[src/rtl/adc_scan_sequencer.sv]
// Three-channel ADC scan sequencer: one scan per PWM trigger, coherent snapshot publish,
// stall timeout and overrun detection. Define ADC_OVERSAMPLE_EN to average four conversions per channel.
module adc_scan_sequencer #(
  parameter int          DATA_W      = 16,
  parameter int          TIMEOUT_CYC = 255,
  parameter int unsigned RESET_VAL   = 2048
) (
  input  logic              clk,
  input  logic              reset,
  input  logic              enable,
  input  logic              trigger,
  output logic              conv_start,
  output logic [1:0]        conv_ch,
  input  logic              conv_done,
  input  logic [DATA_W-1:0] conv_data,
  output logic [DATA_W-1:0] adc0,
  output logic [DATA_W-1:0] adc1,
  output logic [DATA_W-1:0] adc2,
  output logic              sample_valid,
  output logic              busy,
  output logic              timeout_err,
  output logic              overrun
);

  localparam int                TMR_W    = $clog2(TIMEOUT_CYC);
  localparam logic [TMR_W-1:0]  TMR_LAST = TMR_W'(TIMEOUT_CYC - 1);
  localparam logic [DATA_W-1:0] RST_V    = DATA_W'(RESET_VAL);

  typedef enum logic [1:0] {
    ST_IDLE = 2'd0,
    ST_REQ  = 2'd1,
    ST_WAIT = 2'd2
  } state_t;

  state_t            state_q, state_d;
  logic [1:0]        ch_q, ch_d;
  logic [TMR_W-1:0]  timer_q, timer_d;
  logic [DATA_W-1:0] sh0_q, sh0_d;
  logic [DATA_W-1:0] sh1_q, sh1_d;
  logic [DATA_W-1:0] adc0_q, adc0_d;
  logic [DATA_W-1:0] adc1_q, adc1_d;
  logic [DATA_W-1:0] adc2_q, adc2_d;
  logic              sv_q, sv_d;
  logic              terr_q, terr_d;
  logic              ovr_q, ovr_d;

  // Per-conversion result and whether it finishes the current channel.
  logic [DATA_W-1:0] result;
  logic              ch_complete;

`ifdef ADC_OVERSAMPLE_EN
  logic [1:0]        rep_q, rep_d;
  logic [DATA_W+1:0] acc_q, acc_d;
  logic [DATA_W+1:0] sum;

  always_comb begin
    sum         = acc_q + {2'b00, conv_data};
    result      = DATA_W'(sum >> 2);
    ch_complete = (rep_q == 2'd3);
  end
`else
  always_comb begin
    result      = conv_data;
    ch_complete = 1'b1;
  end
`endif

  // State register
  always_ff @(posedge clk) begin
    if (reset) begin
      state_q <= ST_IDLE;
      ch_q    <= 2'd0;
      timer_q <= '0;
      sh0_q   <= RST_V;
      sh1_q   <= RST_V;
      adc0_q  <= RST_V;
      adc1_q  <= RST_V;
      adc2_q  <= RST_V;
      sv_q    <= 1'b0;
      terr_q  <= 1'b0;
      ovr_q   <= 1'b0;
`ifdef ADC_OVERSAMPLE_EN
      rep_q   <= 2'd0;
      acc_q   <= '0;
`endif
    end else begin
      state_q <= state_d;
      ch_q    <= ch_d;
      timer_q <= timer_d;
      sh0_q   <= sh0_d;
      sh1_q   <= sh1_d;
      adc0_q  <= adc0_d;
      adc1_q  <= adc1_d;
      adc2_q  <= adc2_d;
      sv_q    <= sv_d;
      terr_q  <= terr_d;
      ovr_q   <= ovr_d;
`ifdef ADC_OVERSAMPLE_EN
      rep_q   <= rep_d;
      acc_q   <= acc_d;
`endif
    end
  end

  // Next-state logic. Handshake: conv_start is a one-cycle request for channel conv_ch;
  // the ADC answers with a one-cycle conv_done carrying conv_data, only one request outstanding.
  always_comb begin
    state_d = state_q;
    ch_d    = ch_q;
    timer_d = timer_q;
    sh0_d   = sh0_q;
    sh1_d   = sh1_q;
    adc0_d  = adc0_q;
    adc1_d  = adc1_q;
    adc2_d  = adc2_q;
    sv_d    = 1'b0;
    terr_d  = terr_q;
    ovr_d   = ovr_q;
`ifdef ADC_OVERSAMPLE_EN
    rep_d   = rep_q;
    acc_d   = acc_q;
`endif

    if (trigger && (state_q != ST_IDLE)) begin
      ovr_d = 1'b1;
    end

    unique case (state_q)
      ST_IDLE: begin
        if (trigger && enable && !terr_q) begin
          state_d = ST_REQ;
          ch_d    = 2'd0;
`ifdef ADC_OVERSAMPLE_EN
          rep_d   = 2'd0;
          acc_d   = '0;
`endif
        end
      end

      ST_REQ: begin
        if (!enable) begin
          state_d = ST_IDLE;
          ch_d    = 2'd0;
        end else begin
          state_d = ST_WAIT;
          timer_d = '0;
        end
      end

      ST_WAIT: begin
        if (!enable) begin
          // Abort silently: any done arriving now or later is dropped.
          state_d = ST_IDLE;
          ch_d    = 2'd0;
        end else if (conv_done) begin
          timer_d = '0;
`ifdef ADC_OVERSAMPLE_EN
          if (ch_complete) begin
            rep_d = 2'd0;
            acc_d = '0;
          end else begin
            rep_d = rep_q + 2'd1;
            acc_d = sum;
          end
`endif
          if (!ch_complete) begin
            state_d = ST_REQ;
          end else if (ch_q == 2'd2) begin
            adc0_d  = sh0_q;
            adc1_d  = sh1_q;
            adc2_d  = result;
            sv_d    = 1'b1;
            state_d = ST_IDLE;
            ch_d    = 2'd0;
          end else begin
            if (ch_q == 2'd0) begin
              sh0_d = result;
            end else begin
              sh1_d = result;
            end
            ch_d    = ch_q + 2'd1;
            state_d = ST_REQ;
          end
        end else if (timer_q == TMR_LAST) begin
          terr_d  = 1'b1;
          state_d = ST_IDLE;
          ch_d    = 2'd0;
        end else begin
          timer_d = timer_q + 1'b1;
        end
      end

      default: begin
        state_d = ST_IDLE;
        ch_d    = 2'd0;
      end
    endcase
  end

  // Output decode
  always_comb begin
    conv_start   = (state_q == ST_REQ);
    busy         = (state_q != ST_IDLE);
    conv_ch      = ch_q;
    adc0         = adc0_q;
    adc1         = adc1_q;
    adc2         = adc2_q;
    sample_valid = sv_q;
    timeout_err  = terr_q;
    overrun      = ovr_q;
  end

endmodule

[config.mk]
export PLATFORM = sky130hd
export DESIGN_NAME = adc_scan_sequencer
export DESIGN_NICKNAME = d
export VERILOG_FILES = /design/src/rtl/adc_scan_sequencer.sv
export SDC_FILE = /design/constraint.sdc
export NUM_CORES = 1
export LEC_CHECK = 0
export CAP_MARGIN = 40
export CORE_ASPECT_RATIO = 2
export CORE_MARGIN = 2
export CORE_UTILIZATION = 44
export CTS_CLUSTER_DIAMETER = 150
export CTS_CLUSTER_SIZE = 40
export DETAILED_ROUTE_END_ITERATION = 12
export GPL_TIMING_DRIVEN = 1
export HOLD_SLACK_MARGIN = 0.02
export PLACE_DENSITY = 0.7
export SYNTH_ARGS = -nofsm -noshare
export SYNTH_HDL_FRONTEND = slang
export SYNTH_SLANG_ARGS = --single-unit
[constraint.sdc]
create_clock -name clk -period 2.2 [get_ports clk]
set_clock_uncertainty 0.05 [all_clocks]
set_input_delay 0.44 -clock clk [delete_from_list [all_inputs] [get_ports clk]]
set_output_delay 0.44 -clock clk [all_outputs]
set_load 0.01 [all_outputs]
# Word level (Yosys, flattened, before mapping)
# Index checks and enable logic that the tools add are counted.
dict set report totals {
  ff_bits 95
  input_bits 21
  out_inout_bits 55
  elab_cells 63
}
dict set report classes {
  n_addsub 2
  n_eq_ne 10
  mux 19
  n_bitwise 5
  reduce_logical 16
}
# operator count
set ops {}
lappend ops {{$mux W8} 4}
lappend ops {{$mux W2} 10}
lappend ops {{$pmux W8 S2} 1}
lappend ops {{$pmux W2 S3} 2}
lappend ops {{$reduce_and A4 Y1} 3}
lappend ops {{$reduce_and A5 Y1} 2}
lappend ops {{$add A8 B1 Y8 const B} 1}
lappend ops {{$eq A8 B8 Y1 const B} 1}
lappend ops {{$ne A2 B2 Y1 const B} 4}
lappend ops {{$not A1 Y1} 5}
lappend ops {{$eq A2 B2 Y1 const B} 2}
lappend ops {{$logic_not A2 Y1} 2}
lappend ops {{$ne A4 B4 Y1 const B} 1}
lappend ops {{$reduce_bool A2 Y1} 2}
lappend ops {{$reduce_or A4 Y1} 1}
lappend ops {{$logic_and A1 B1 Y1} 3}
lappend ops {{$ne A3 B3 Y1 const B} 1}
lappend ops {{$reduce_and A3 Y1} 1}
lappend ops {{$add A2 B1 Y2 const B} 1}
lappend ops {{$eq A2 B1 Y1 const B} 1}
lappend ops {{$mux W1} 2}
lappend ops {{$reduce_and A2 Y1} 1}
lappend ops {{$logic_not A1 Y1} 1}

# Depth between registers and ports, before layout
# Gate-level depths: netlist (run 1).
dict set report logic_depth {
  word_depth 5
  ltp_mapped 7
  ltp_nobuf 6
}

# Least setup slack after synthesis (run 1)
# OpenSTA, ideal clock, no wires.
dict set report synth_path {
  kind {register to register}
  startpoint {register timer_q[0]}
  endpoint {register timer_q[6]}
  setup_ns 0.074
  t_arrival_ns 1.656
  required_ns 2.076
  setup_slack_ns 0.419
  stages_incl_launch_ff 7
  path_buffers 0
  synth_period_minus_slack_ns 1.781
  cell_sequence {dfxtp_1 > inv_1 > ha_1 > and4_1 > a211oi_1 > a41oi_1 > a31oi_1}
}
dict set report synth_via {
  elab_chain_len 5
  word_cells_on_any_way 8
  cone_classes {add/sub (1); eq/ne (2); mux (4); reduce/logical (1)}
}
# item line
set synth_rtl {}
lappend synth_rtl {{start: declaration} 37} ;# logic [TMR_W-1:0] timer_q, timer_d;
lappend synth_rtl {{start signal: assignment} 89} ;# timer_q <= timer_d;
lappend synth_rtl {{$add A8 B1 Y8} 189} ;# timer_d = timer_q + 1'b1;
lappend synth_rtl {{$mux W8} 184} ;# end else if (timer_q == TMR_LAST) begin
lappend synth_rtl {{$mux W8} 155} ;# end else if (conv_done) begin
lappend synth_rtl {{$mux W8} 151} ;# if (!enable) begin
lappend synth_rtl {{$pmux W8 S2} 128} ;# unique case (state_q)
# Parallel ways exist; a longest one is shown, timed or not. The select of a mux whose other input is x is not followed.
# A chain may end at the register's enable or synchronous reset.

# Worst setup path after layout (run 1)
dict set report layout_path {
  startpoint {register state_q[0]}
  endpoint {output conv_start}
}
dict set report layout_via {
  elab_chain_len 1
}
# item line
set layout_rtl {}
lappend layout_rtl {{start: declaration} 35} ;# state_t state_q, state_d;
lappend layout_rtl {{start signal: assignment} 87} ;# state_q <= state_d;
lappend layout_rtl {{$eq A2 B1 Y1} 202} ;# conv_start = (state_q == ST_REQ);
lappend layout_rtl {{end: declaration} 12} ;# output logic conv_start,
# Every way passes these cells.

==> results.cfg, run 1 <==
[power]
cell_internal_pwr_w = 0.00270
max-vdd-ir-drop_mv = 0.523
p_sw_w = 0.000760
combPwrFrac_pct = 5.4
fin_total_pwr_w = 0.00346
power.density_nw_per_um2 = 737
power.switching_fraction_pct = 21.9
seq_power_share_pct = 50.6
power_frac_clock_pct = 44.1
p_leak_nw = 1.59

[placement]
detailedPlacementHpwl_um = 5760
place.port_buffers = 75
placed_cells = 601
gp_congestion = 0.832
dp_worst_setup_slack_ns = -0.0818

[job]
drv_cap = 0

[timing]
rsz0062_at_grt = no
max_clock_freq_mhz = 471
setup_slack_ns = 0.0757
timing.final.setup_violations = 0
holdWs_ns = 0.397
report.final.hold_viol_count = 0
final_max_slew_viol_count = 0
layout_min_cycle_time_ns = 2.12
fin_crit_sh_pct = 96.6
measured_slew_at_the_worst_slew_check_pin_ns = 0.491
slew_headroom_pct = 67.2

[route]
route.final.wire_length_um = 8370
post_drt_wl_per_cell_um = 13.6
via_count = 3185
drc_errors = 0
drtAntennaViolNets = 0
drt-pass1-iter-count = 4
drt_iter0_markers = 192
avgViaCountPerCell = 5.16

[setup_path]
critPathMaxFanout = 7
critPathMaxStageDelay_ns = 0.59
cp.arrival_ns = 1.63
critPathRequiredTime_ns = 1.71
cp_cell_sequence = nor2b_1, clkdlybuf4s50_1
reg2reg_setup_slack_ns = 0.32
start_kind = flop
critPathBufInv = 1
crit_path_top_delay_cell = clkdlybuf4s50_1
setup.worst_path.class = flop to output pin
critical_path.reg2reg.startpoint = state_q[0]
worstSetupPathDepth = 2
regToRegEndpoint = adc1[5]
critPathCaptureType = output pin
cp_top_family = buffers and inverters
worst_r2r_path_depth = 5

[run_status]
outcome = finished clean

[hold_path]
worstHoldPathType = flop to flop
holdCritStartpoint = sh0_q[0]
hold_depth = 2
holdPathEnd = adc0[0]

[synth]
yosysWarnings = 0
async_flop_share_pct = 0
ys_top_cells_by_area = dfxtp_1 54%, nand2_1 18%, a21oi_1 11%, clkbuf_1 2.1%, nand3_1 1.4%
synth_seq_area_share_pct = 54.2
mappedNetlistNets = 463
synth-edff-count = 0
synth_seq_cells = 95
synth.cell_area_um2 = 3510
synth.avg_cell_area_um2 = 7.98
synthDominantAreaCellType = dfxtp_1
synth_flop_cell = dfxtp_1
yosys.cell_types.count = 38
synth_top_area_share_pct = 54.2
post_synth_inst_count = 440

[clock_tree]
cts.sinks = 95
tritoncts.num_buffers = 9
cts-root-to-sink-buffers = 2
cts-root-buf = clkbuf_16
post_cts_resized = 0
cts_hold_buffers = 0
h-tree-depth = 3
cts_tree = yes
cts.reportedPaths.clkPinSlew_ns = 0.06
insertion_delay_ns = 0.34
setup_fix_bufs_post_cts = 0

[floorplanning]
placement_rows = 46
coreArea_um2 = 7830
die_y_um = 130
top_level_ports = 76
floorplan.die_area_um2 = 8760
floorplan.initialDensity_pct = 44.9
chipWidth_um = 67.2

[global_route]
grt_remaining_overflow = 0
grt_pass1_wl_um = 13600
maximum_number_of_pins_on_one_net_before_global_route_repair = 50
grt_pass1_vias = 2780
global_route.usage.total_pct = 20.4
antenna_found_initial = 0

[final_layout]
num_antenna_cells = 0
fin_cells = 617
area_delta_synth_final_pct = 33.7
layout_commonest_cell = nand2_1
fill_cells = 754
finish.net_count = 539
final_layout_size_suffix_gt1_share_pct = 7.29
final_cell_mix = 171 x nand2_1, 95 x dfxtp_1, 78 x a21oi_1
[worst min-delay path, cell delays in order, from the launching register on]
cell	delay, ns
dfxtp_1	0.31
nand2_1	0.05
a21oi_1	0.05
[area by class of cell]
type | count | area, um2 | area share, %
Multi-Input combinational cell | 313 | 1480 | 31.4
Clock inverter | 5 | 57.6 | 1.23
Timing Repair Buffer | 93 | 893 | 19.0
Inverter | 4 | 15.0 | 0.320
Tap cell | 96 | 120 | 2.56
Clock buffer | 11 | 233 | 4.95
Sequential cell | 95 | 1900 | 40.5
[cell usage after synthesis, types with 2 or more instances]
library cell	count
nand2_1	171
dfxtp_1	95
a21oi_1	78
clkbuf_1	20
nand3_1	10
buf_2	6
a31oi_1	5
nor2_1	5
o21ai_0	5
inv_1	4
nor2b_1	4
nor3_1	3
a41oi_1	2
and3_1	2
and4_1	2
buf_6	2
ha_1	2
nand4_1	2
o211ai_1	2
or4b_1	2
[flip-flops by register name (all words and copies together), names as in the netlist]
register and flops:
timer_q 8, timeout_err 1, sh0_q 16, overrun 1, sample_valid 1, sh1_q 16, adc2 16, conv_ch 2
adc1 16, adc0 16, state_q 2
[power groups by stage]
stage / clock network (W) / logic [W] / registers (W)
after detailed placement: 0 / 0.000186 / 0.00179
final: 0.00153 / 0.000186 / 0.00175
after global placement: 0 / 0.000185 / 0.00179
after global routing: 0.00161 / 0.000203 / 0.00175
after floorplan: 0 / 0.0000850 / 0.00179
after CTS: 0.00155 / 0.000188 / 0.00175
[through the flow]
step | setup TNS (ns) | cell area (um2) | utilization (%)
floorplan | 0 | 3510 | -
global placement | -2.88 | 4410 | 56.3
detailed placement | -3.60 | 4410 | 56.3
CTS | 0 | 4700 | 60.0
global route | 0 | 4700 | 60.0
finish | 0 | 4700 | 60.0
[how the worst max path moves through the flow]
stage / start / endpoint / slack, ns
6_report: state_q[0] / conv_start / 0.08
2_1_floorplan: timer_q[0] / timer_q[6] / 0.42
3_5_place_dp: enable / adc0[10] / -0.08
5_1_grt: state_q[0] / conv_start / 0.02
4_1_cts: state_q[0] / conv_start / 0.06
3_3_place_gp: enable / adc0[6] / -0.07
[kinds of logic after synthesis]
| family | Yosys count | synth area share [%] |
|---|---|---|
| AOI/OAI and AO/OA | 98 | 14.9 |
| muxes | 1 | 0.285 |
| buffers and inverters | 32 | 4.06 |
| DFF | 95 | 54.2 |
| adders and majority gates | 2 | 0.712 |
| and+or+nand+nor | 212 | 25.9 |
[routing by layer]
layer  track usage, %  up-vias  share of wire, %
li1                 -     1612                 -
met3             5.34        9               6.7
met5                0        -                 0
met1             27.1     1450                44
met4             8.52        0               2.1
met2             31.2      114                47
Note: power is estimated with default switching activity, not from simulation.
==> inputs of run 2 (changes only) <==
--- a/config.mk
+++ b/config.mk
@@ -15,6 +15,7 @@
 export GPL_TIMING_DRIVEN = 1
 export HOLD_SLACK_MARGIN = 0.02
 export PLACE_DENSITY = 0.7
+export SETUP_SLACK_MARGIN = 0.5
 export SYNTH_ARGS = -nofsm -noshare
 export SYNTH_HDL_FRONTEND = slang
 export SYNTH_SLANG_ARGS = --single-unit
==> constraint.sdc (replaced) <==
create_clock -name clk -period 2.2 [get_ports clk]
set_clock_uncertainty 0.05 [all_clocks]
set_input_delay 0.44 -clock clk [delete_from_list [all_inputs] [get_ports clk]]
set_output_delay 0.44 -clock clk [all_outputs]
set_load 0.02 [all_outputs]
==> results.cfg, run 2 (synthesis results as in run 1) <==
[route]
drt_iter0_markers = 314
via_count = 3365
avgViaCountPerCell = 5.30
drc_errors = 0
drtAntennaViolNets = 0
route.final.wire_length_um = 9770
drt-pass1-iter-count = 4
post_drt_wl_per_cell_um = 15.4

[hold_path]
holdCritStartpoint = sh0_q[6]
holdPathEnd = adc0[6]
worstHoldPathType = flop to flop
hold_depth = 2

[final_layout]
area_delta_synth_final_pct = 43.2
postLayoutCellArea_um2 = 5030
fin_util_pct = 64.2
final_layout_size_suffix_gt1_share_pct = 13.9
finish.net_count = 557
layout_commonest_cell = nand2_1
final_cell_mix = 168 x nand2_1, 90 x dfxtp_1, 76 x a21oi_1
num_antenna_cells = 0

[timing]
final_max_slew_viol_count = 0
layout_min_cycle_time_ns = 1.69
final.setup.tns_ns = 0
measured_slew_at_the_worst_slew_check_pin_ns = 0.489
slew_headroom_pct = 67.0
timing.final.setup_violations = 0
fin_crit_sh_pct = 76.8
max_clock_freq_mhz = 592
report.final.hold_viol_count = 0
rsz0062_at_grt = yes

[placement]
detailedPlacementHpwl_um = 5570
gp_congestion = 0.775
place.port_buffers = 75
placement.cell_area_um2 = 4420

[floorplanning]
placement_rows = 46
coreArea_um2 = 7830
floorplan.die_area_um2 = 8760
floorplan.initialDensity_pct = 44.9
top_level_ports = 76
die_y_um = 130
chipWidth_um = 67.2

[power]
seq_power_share_pct = 51.6
max-vdd-ir-drop_mv = 0.496
combPwrFrac_pct = 6.0
p_sw_w = 0.000805
power.density_nw_per_um2 = 676
power_frac_clock_pct = 42.4
cell_internal_pwr_w = 0.00259
power.switching_fraction_pct = 23.7
p_leak_nw = 2.02

[setup_path]
critPathBufInv = 2
critPathCaptureType = flop
worst_r2r_path_depth = 6
critPathRequiredTime_ns = 2.37
critPathMaxStageDelay_ns = 0.56
cp_top_family = simple AND/OR/NAND/NOR gates
worstSetupPathDepth = 6
critPathMaxFanout = 6
crit_path_top_delay_cell = or4b_4
start_kind = flop
regToRegEndpoint = adc2[12]
cp_cell_sequence = nand2b_4, or4b_4, buf_6, clkbuf_16, nand2_1, a21oi_1
reg2reg_setup_slack_ns = 0.51
cp.arrival_ns = 1.86
setup.worst_path.class = flop to flop
critical_path.reg2reg.startpoint = state_q[0]
timing.critical_path.from = state_q[0]

[clock_tree]
cts.reportedPaths.clkPinSlew_ns = 0.07
cts_tree = yes
cts-root-to-sink-buffers = 2
cts_hold_buffers = 0
tritoncts.num_buffers = 9
cts.sinks = 95
cts-root-buf = clkbuf_16
h-tree-depth = 3
insertion_delay_ns = 0.34

[global_route]
grt_remaining_overflow = 0
antenna_found_initial = 0
maximum_number_of_pins_on_one_net_before_global_route_repair = 71
grt_pass1_vias = 3056
grt_pass1_wl_um = 15400
global_route.usage.total_pct = 23.4

[job]
drv_cap = 0

[run_status]
outcome = finished clean
run 2: changes by cell type in the layout (fill, tap and decap cells not counted), sizes merged:
| cell | previous run | this run |
|---|---|---|
| clkdlybuf4s15 | 0 | 1 |
| bufinv | 1 | 0 |
| clkinv | 3 | 5 |
| clkdlybuf4s50 | 74 | 17 |
| clkinvlp | 0 | 1 |
| dlygate4sd2 | 0 | 53 |
| clkbuf | 11 | 13 |
| buf | 19 | 36 |
run 2: power by group through the flow:
stage | registers [W] | logic [W] | clock network [W]
floorplan | 0.00179 | 0.0000933 | 0
global placement | 0.00179 | 0.000195 | 0
detailed placement | 0.00179 | 0.000195 | 0
CTS | 0.00175 | 0.000202 | 0.00146
global route | 0.00175 | 0.000221 | 0.00153
finish | 0.00175 | 0.000204 | 0.00144
run 2: final cells by class:
type / count / area [um2]
inverters: 4 / 15.0
flip-flops and latches: 95 / 1910
multi-input cells: 313 / 1520
clock inverters: 7 / 48.8
repair buffers: 111 / 1190
well taps: 96 / 120
clock buffers: 9 / 225
fillers: 690 / 2800
run 2: timing repair:
action | CTS | global route
gates resized for setup | 77 | 17
gates cloned | 7 | 1
buffers inserted | 8 | 5
setup endpoints to repair | 123 | 54
pin swaps | 5 | 3
run 2: through the flow:
stage | power, W | hold WS [ns] | setup slack, ns | instances
after floorplan | 0.00188 | 0.382 | 0.534 | 440
after global placement | 0.00199 | 0.389 | 0.0348 | 598
after detailed placement | 0.00199 | 0.394 | 0.00252 | 598
after CTS | 0.00342 | 0.403 | 0.429 | 629
after global routing | 0.00350 | 0.415 | 0.476 | 635
final | 0.00340 | 0.399 | 0.511 | 635
run 2: routing by layer:
layer / GRT usage (%) / routed length, um
met1: 30.2 / 4230
met2: 37.7 / 4840
met3: 5.52 / 509
met4: 8.64 / 194
met5: 0 / 0
run 2: how the worst max path moves through the flow:
stage                           to  slack (ns)
after global routing      adc1[10]        0.48
after floorplan            adc1[0]        0.53
final                     adc2[12]        0.51
after global placement     adc2[7]        0.03
after CTS                  adc2[9]        0.43
after detailed placement  adc0[10]       0.003
run 2: worst min-delay path, stage by stage, from the launching register on:
cell and delay, ns:
dfxtp_1 0.31, nand2_1 0.05, a21oi_1 0.05
